[src/rtl/seg7_scan_drv_if.sv]
// Bus between the BCD counter chain / board pins and the 7-segment scan driver.
// The master side feeds snapshot inputs; the slave side (the driver) returns display outputs.
interface seg7_scan_drv_if #(
   parameter int DIGITS = 4
);
   logic                  LATCH;
   logic [4*DIGITS-1:0]   BCD_IN;
   logic                  OVF;
   logic [7:0]            SEG;
   logic [DIGITS-1:0]     DIG;
   logic                  SCAN_TICK;

   modport master (
      output LATCH, BCD_IN, OVF,
      input  SEG, DIG, SCAN_TICK
   );

   modport slave (
      input  LATCH, BCD_IN, OVF,
      output SEG, DIG, SCAN_TICK
   );
endinterface

[src/rtl/seg7_scan_drv.sv]
// Snapshot-and-scan driver for a multiplexed 7-segment display fed by BCD counters.
// Optional leading-zero blanking is enabled by defining SEG7_SCAN_LZB_EN.
module seg7_scan_drv #(
   parameter int DIGITS   = 4,
   parameter int SCAN_DIV = 1000
) (
   input logic            CLK,
   input logic            RST,
   seg7_scan_drv_if.slave bus
);
   localparam int PW = (SCAN_DIV > 1) ? $clog2(SCAN_DIV) : 1;
   localparam int IW = (DIGITS > 1) ? $clog2(DIGITS) : 1;

   logic [PW-1:0]         r_presc;
   logic [IW-1:0]         r_idx;
   logic [4*DIGITS-1:0]   r_snap;
   logic                  r_ovf;
   logic [7:0]            r_seg;
   logic [DIGITS-1:0]     r_dig;
   logic                  r_tick;

   logic                  w_wrap;
   logic [3:0]            w_nib;
   logic                  w_blank;
   logic [DIGITS-1:0]     w_dig;
   logic [DIGITS-1:0]     w_lz;

   function automatic logic [6:0] seg_decode(input logic [3:0] v);
      case (v)
         4'd0:    seg_decode = 7'h3F;
         4'd1:    seg_decode = 7'h06;
         4'd2:    seg_decode = 7'h5B;
         4'd3:    seg_decode = 7'h4F;
         4'd4:    seg_decode = 7'h66;
         4'd5:    seg_decode = 7'h6D;
         4'd6:    seg_decode = 7'h7D;
         4'd7:    seg_decode = 7'h07;
         4'd8:    seg_decode = 7'h7F;
         4'd9:    seg_decode = 7'h6F;
         default: seg_decode = 7'h40;
      endcase
   endfunction

   assign w_wrap = (r_presc == PW'(SCAN_DIV - 1));

   // NOTE: every variable gets a default before the loop so no latch is inferred.
   always_comb begin
      w_nib   = 4'd0;
      w_dig   = '1;
      w_lz    = '0;
      w_blank = 1'b0;
      w_lz[DIGITS-1] = (r_snap[4*DIGITS-1 -: 4] == 4'd0);
      for (int i = DIGITS - 2; i >= 0; i--) begin
         w_lz[i] = w_lz[i+1] && (r_snap[i*4 +: 4] == 4'd0);
      end
      for (int i = 0; i < DIGITS; i++) begin
         if (r_idx == IW'(i)) begin
            w_nib    = r_snap[i*4 +: 4];
            w_dig[i] = 1'b0;
`ifdef SEG7_SCAN_LZB_EN
            w_blank  = (i != 0) && w_lz[i];
`else
            w_blank  = 1'b0;
`endif
         end
      end
   end

   // NOTE: sequential state uses non-blocking assignments only, so every register
   // samples pre-edge values; a LATCH on the wrap edge pairs new index with new snapshot.
   always_ff @(posedge CLK) begin
      if (RST) begin
         r_presc <= '0;
         r_idx   <= '0;
         r_snap  <= '0;
         r_ovf   <= 1'b0;
         r_seg   <= 8'h00;
         r_dig   <= '1;
         r_tick  <= 1'b0;
      end else begin
         if (bus.LATCH) begin
            r_snap <= bus.BCD_IN;
            r_ovf  <= bus.OVF;
         end
         r_presc <= w_wrap ? '0 : r_presc + PW'(1);
         if (w_wrap) begin
            r_idx <= (r_idx == IW'(DIGITS - 1)) ? '0 : r_idx + IW'(1);
         end
         r_tick <= w_wrap;
         r_dig  <= w_dig;
         r_seg  <= {r_ovf, (w_blank ? 7'h00 : seg_decode(w_nib))};
      end
   end

   assign bus.SEG       = r_seg;
   assign bus.DIG       = r_dig;
   assign bus.SCAN_TICK = r_tick;
endmodule

[src/flat_wrapper.sv]
// flat-port wrapper written by rule: the top's interface ports become plain ports
module seg7_scan_drv_flat 
#(
   parameter int DIGITS   = 4,
   parameter int SCAN_DIV = 1000
)
  (CLK, RST, bus_LATCH, bus_BCD_IN, bus_OVF, bus_SEG, bus_DIG, bus_SCAN_TICK);
  seg7_scan_drv_if #(.DIGITS(DIGITS)) bus_i ();
  input logic CLK;
  input logic RST;
  input wire logic [$bits(bus_i.LATCH)-1:0] bus_LATCH;
  input wire logic [$bits(bus_i.BCD_IN)-1:0] bus_BCD_IN;
  input wire logic [$bits(bus_i.OVF)-1:0] bus_OVF;
  output wire logic [$bits(bus_i.SEG)-1:0] bus_SEG;
  output wire logic [$bits(bus_i.DIG)-1:0] bus_DIG;
  output wire logic [$bits(bus_i.SCAN_TICK)-1:0] bus_SCAN_TICK;
  assign bus_i.LATCH = bus_LATCH;
  assign bus_i.BCD_IN = bus_BCD_IN;
  assign bus_i.OVF = bus_OVF;
  assign bus_SEG = bus_i.SEG;
  assign bus_DIG = bus_i.DIG;
  assign bus_SCAN_TICK = bus_i.SCAN_TICK;
  seg7_scan_drv #(.DIGITS(DIGITS), .SCAN_DIV(SCAN_DIV)) u_core (.CLK(CLK), .RST(RST), .bus(bus_i));
endmodule
[config.mk]
export PLATFORM = sky130hd
export DESIGN_NAME = seg7_scan_drv_flat
export DESIGN_NICKNAME = d
export VERILOG_FILES = /design/src/rtl/seg7_scan_drv_if.sv /design/src/rtl/seg7_scan_drv.sv /design/src/flat_wrapper.sv
export SDC_FILE = /design/constraint.sdc
export NUM_CORES = 1
export LEC_CHECK = 0
export ABC_AREA = 1
export CAP_MARGIN = 10
export CORE_MARGIN = 4
export CORE_UTILIZATION = 50
export CTS_BUF_LIST = sky130_fd_sc_hd__clkbuf_4 sky130_fd_sc_hd__clkbuf_8
export DETAILED_ROUTE_END_ITERATION = 12
export DONT_BUFFER_PORTS = 1
export GPL_ROUTABILITY_DRIVEN = 1
export PLACE_DENSITY = 0.62
export SLEW_MARGIN = 15
export SYNTH_ARGS = -nofsm -noshare
export SYNTH_HDL_FRONTEND = slang
export SYNTH_SLANG_ARGS = --single-unit
[constraint.sdc]
create_clock -name CLK -period 2.3 [get_ports CLK]
set_input_delay 0.69 -clock CLK [delete_from_list [all_inputs] [get_ports CLK]]
set_output_delay 0.69 -clock CLK [all_outputs]
set_load 0.02 [all_outputs]
==> run summary <==
Run status: finished, final reports clean
GRT overflow: 0
Vias per std cell: 5.16
Die Wd: 68.6 um
Worst Setup Start Kind: flop
Global-route wire length before repair: 5930 um
Final setup violation count: 0
Nets: 274
Share of layout cells above drive strength 1: 7.82%
FILL cells: 335
Post-Place Cell Area: 1860 um2
Most frequent cells in the layout: nand2_1 (43), dfxtp_1 (42), nor2_1 (41)
Crit Path Max Fanout: 6
Final ANT Viol Nets: 0
Starting Density: 53.3%
H-tree depth: 2
Core area: 3440 um2
Area delta synth->final: 6.82%
Register area share after synthesis: 45.8%
Cells along the critical path: inv_1, ha_1, inv_1, nand2_1, nand3_1, nand2_1, nand2_1, inv_1, ha_1, nand3_1, nand2_1, nor2_1, nor2_1
PD cells: 714 nW/um2
Post-Synthesis Cells: 241
Slowest cell on the critical path: dfxtp_1
Normalized max-slew margin: 60.7%
Die area: 4700 um2
Max Cap Violations: 0
Initial antenna violation count: 0
Avg Synthesized Cell Area: 7.62 um2
Fin. max-slew vios: 0
WS Path Type: reg -> reg
Multi-input gate area: 860 um2
Max Clock Skew: 6.20 ps
IO Pins: 33
IO buf count: 0
Worst EP required: 2490 ps
CTS tree: yes
Largest net degree at the start of global routing: 25
Worst vdd ir: 0.000545 V
Post-Syn Nets: 273
Worst skew pair latency: 290 ps
Fmax achieved: 489 MHz
RSZ-0062 raised after global routing: false
Vias: 1490
Yosys warns: 0
Worst-margin pin slew: 588 ps
Design area: 1960 um2
Final GP Congestion: 0.928
TritonRoute pass-1 iters: 4
Hold Crit Class: reg -> reg
CP endpoint kind: flop
DR iter-0 viols: 53
N_diodes: 0
Detail Placement HPWL: 2710 um
Final worst path period share: 88.9%
Die height: 68.6 um
Syn Std Cell Area: 1840 um2
Vias in the first global route: 1413
Leak pwr: 0.883 nW
Crit path time final: 2050 ps
Routed WL: 3520 um
Critical Path AT: 2240 ps
Cell Rows: 21
Setup TNS: 0 ps
GRT Util Overall: 17.1%
Remaining DRCs: 0
Hold Vio Cnt, Final: 0
Clock Tree Root: clkbuf_8
CTS Hold Bufs: 0
Yosys cell types: 24
Average routed wire per standard cell: 12.2 um
Most common cell after layout, fill and taps aside: nand2_1
Clk sink count: 42
Clk slew on worst S/H paths: 70 ps
CP most frequent cell: nand2_1
Reg area: 841 um2
Max incr delay on CP: 370 ps
CTS Buf Count: 5
Max clock buf depth: 2
FF+latch count, synth: 42
==> layer usage <==
metal	GRT usage, %	up-vias	routed length (um)	part of all wire, %
met5	0	-	0	0
met4	8.93	0	86	2.4
met3	5.67	10	196	5.6
met1	19.4	677	1590	45
li1	-	765	-	-
met2	28.2	38	1650	47
==> synthesized netlist by cell type (all sizes together) <==
master   n  share of area, %
clkbuf   5               1.0
nand2   48                11
o21ai   21               5.7
nand4    1              0.34
nor2    42               8.7
buf      2               1.0
and3     1              0.34
nand3   12               3.3
nor3b    1              0.41
nor3     6               1.9
inv     26               5.5
a21o     1              0.41
xor2     2              0.95
dfxtp   42                46
ha      12               8.2
or2      1              0.48
a21oi   18               4.9
==> where the power goes <==
group | leakage [nW] | internal (W) | switching, W
clock network | 0.0517 | 0.000254 | 0.000233
registers | 0.346 | 0.000766 | 0.0000363
logic | 0.485 | 0.0000380 | 0.0000730
total | 0.883 | 0.00106 | 0.000343
==> flip-flops by register name (all words and copies together), names as in the netlist <==
register,flops
u_core.r_snap,16
u_core.bus.DIG,4
u_core.r_idx,2
u_core.bus.SEG,8
u_core.r_presc,10
u_core.r_ovf,1
u_core.bus.SCAN_TICK,1
==> final timing paths <==
| path | start | to | slack [ps] | cells past startpoint |
|---|---|---|---|---|
| max reg2reg | u_core.r_idx[1] | u_core.bus.SEG[3] | 250 | 13 |
| min | u_core.r_ovf | u_core.bus.SEG[7] | 440 | 2 |
| min reg2reg | u_core.r_ovf | u_core.bus.SEG[7] | 440 | 2 |
| max | u_core.r_idx[1] | u_core.bus.SEG[3] | 250 | 13 |
==> final cells by class <==
cell class	count	area share, %
Sequential cell	42	42.9
Inverter	26	5.11
Clock inverter	1	0.255
Clock buffer	7	4.59
Timing Repair Buffer	1	0.383
Multi-Input combinational cell	166	43.8
Tap cell	46	2.94
==> through the flow <==
step	hold slack, ps	setup slack, ps	util, %	std cells	power, W
floorplan	410	482	-	241	0.000907
global placement	423	383	54.1	281	0.000926
detailed placement	427	269	54.1	281	0.000932
CTS	442	244	56.9	289	0.00142
global route	448	20.9	57.0	289	0.00147
finish	436	254	57.0	289	0.00140
==> what timing repair did <==
item	4_1_cts	5_1_grt
endpoints found under the setup margin	0	1
resized for setup	0	1
setup buffers	0	0
==> critical path: cells and delay by family, from the launching register on <==
| family | cells | cell delay (ps) |
|---|---|---|
| and+or+nand+nor | 8 | 650 |
| adders and majority gates | 2 | 560 |
| DFF | 1 | 370 |
| buffers and inverters | 3 | 350 |
==> cell families (layout without fill, tap and decap cells) <==
logic type / count (synthesis) / after routing / synth area share [%]
buffers and inverters: 33 / 35 / 7.50
AND/OR/NAND/NOR: 112 / 112 / 26.5
XOR/XNOR: 2 / 2 / 0.955
AO/OA/AOI/OAI: 40 / 40 / 11.0
adder cells (fa/ha/maj): 12 / 12 / 8.18
flip-flops: 42 / 42 / 45.8
Power figures use the tool's default switching activity.
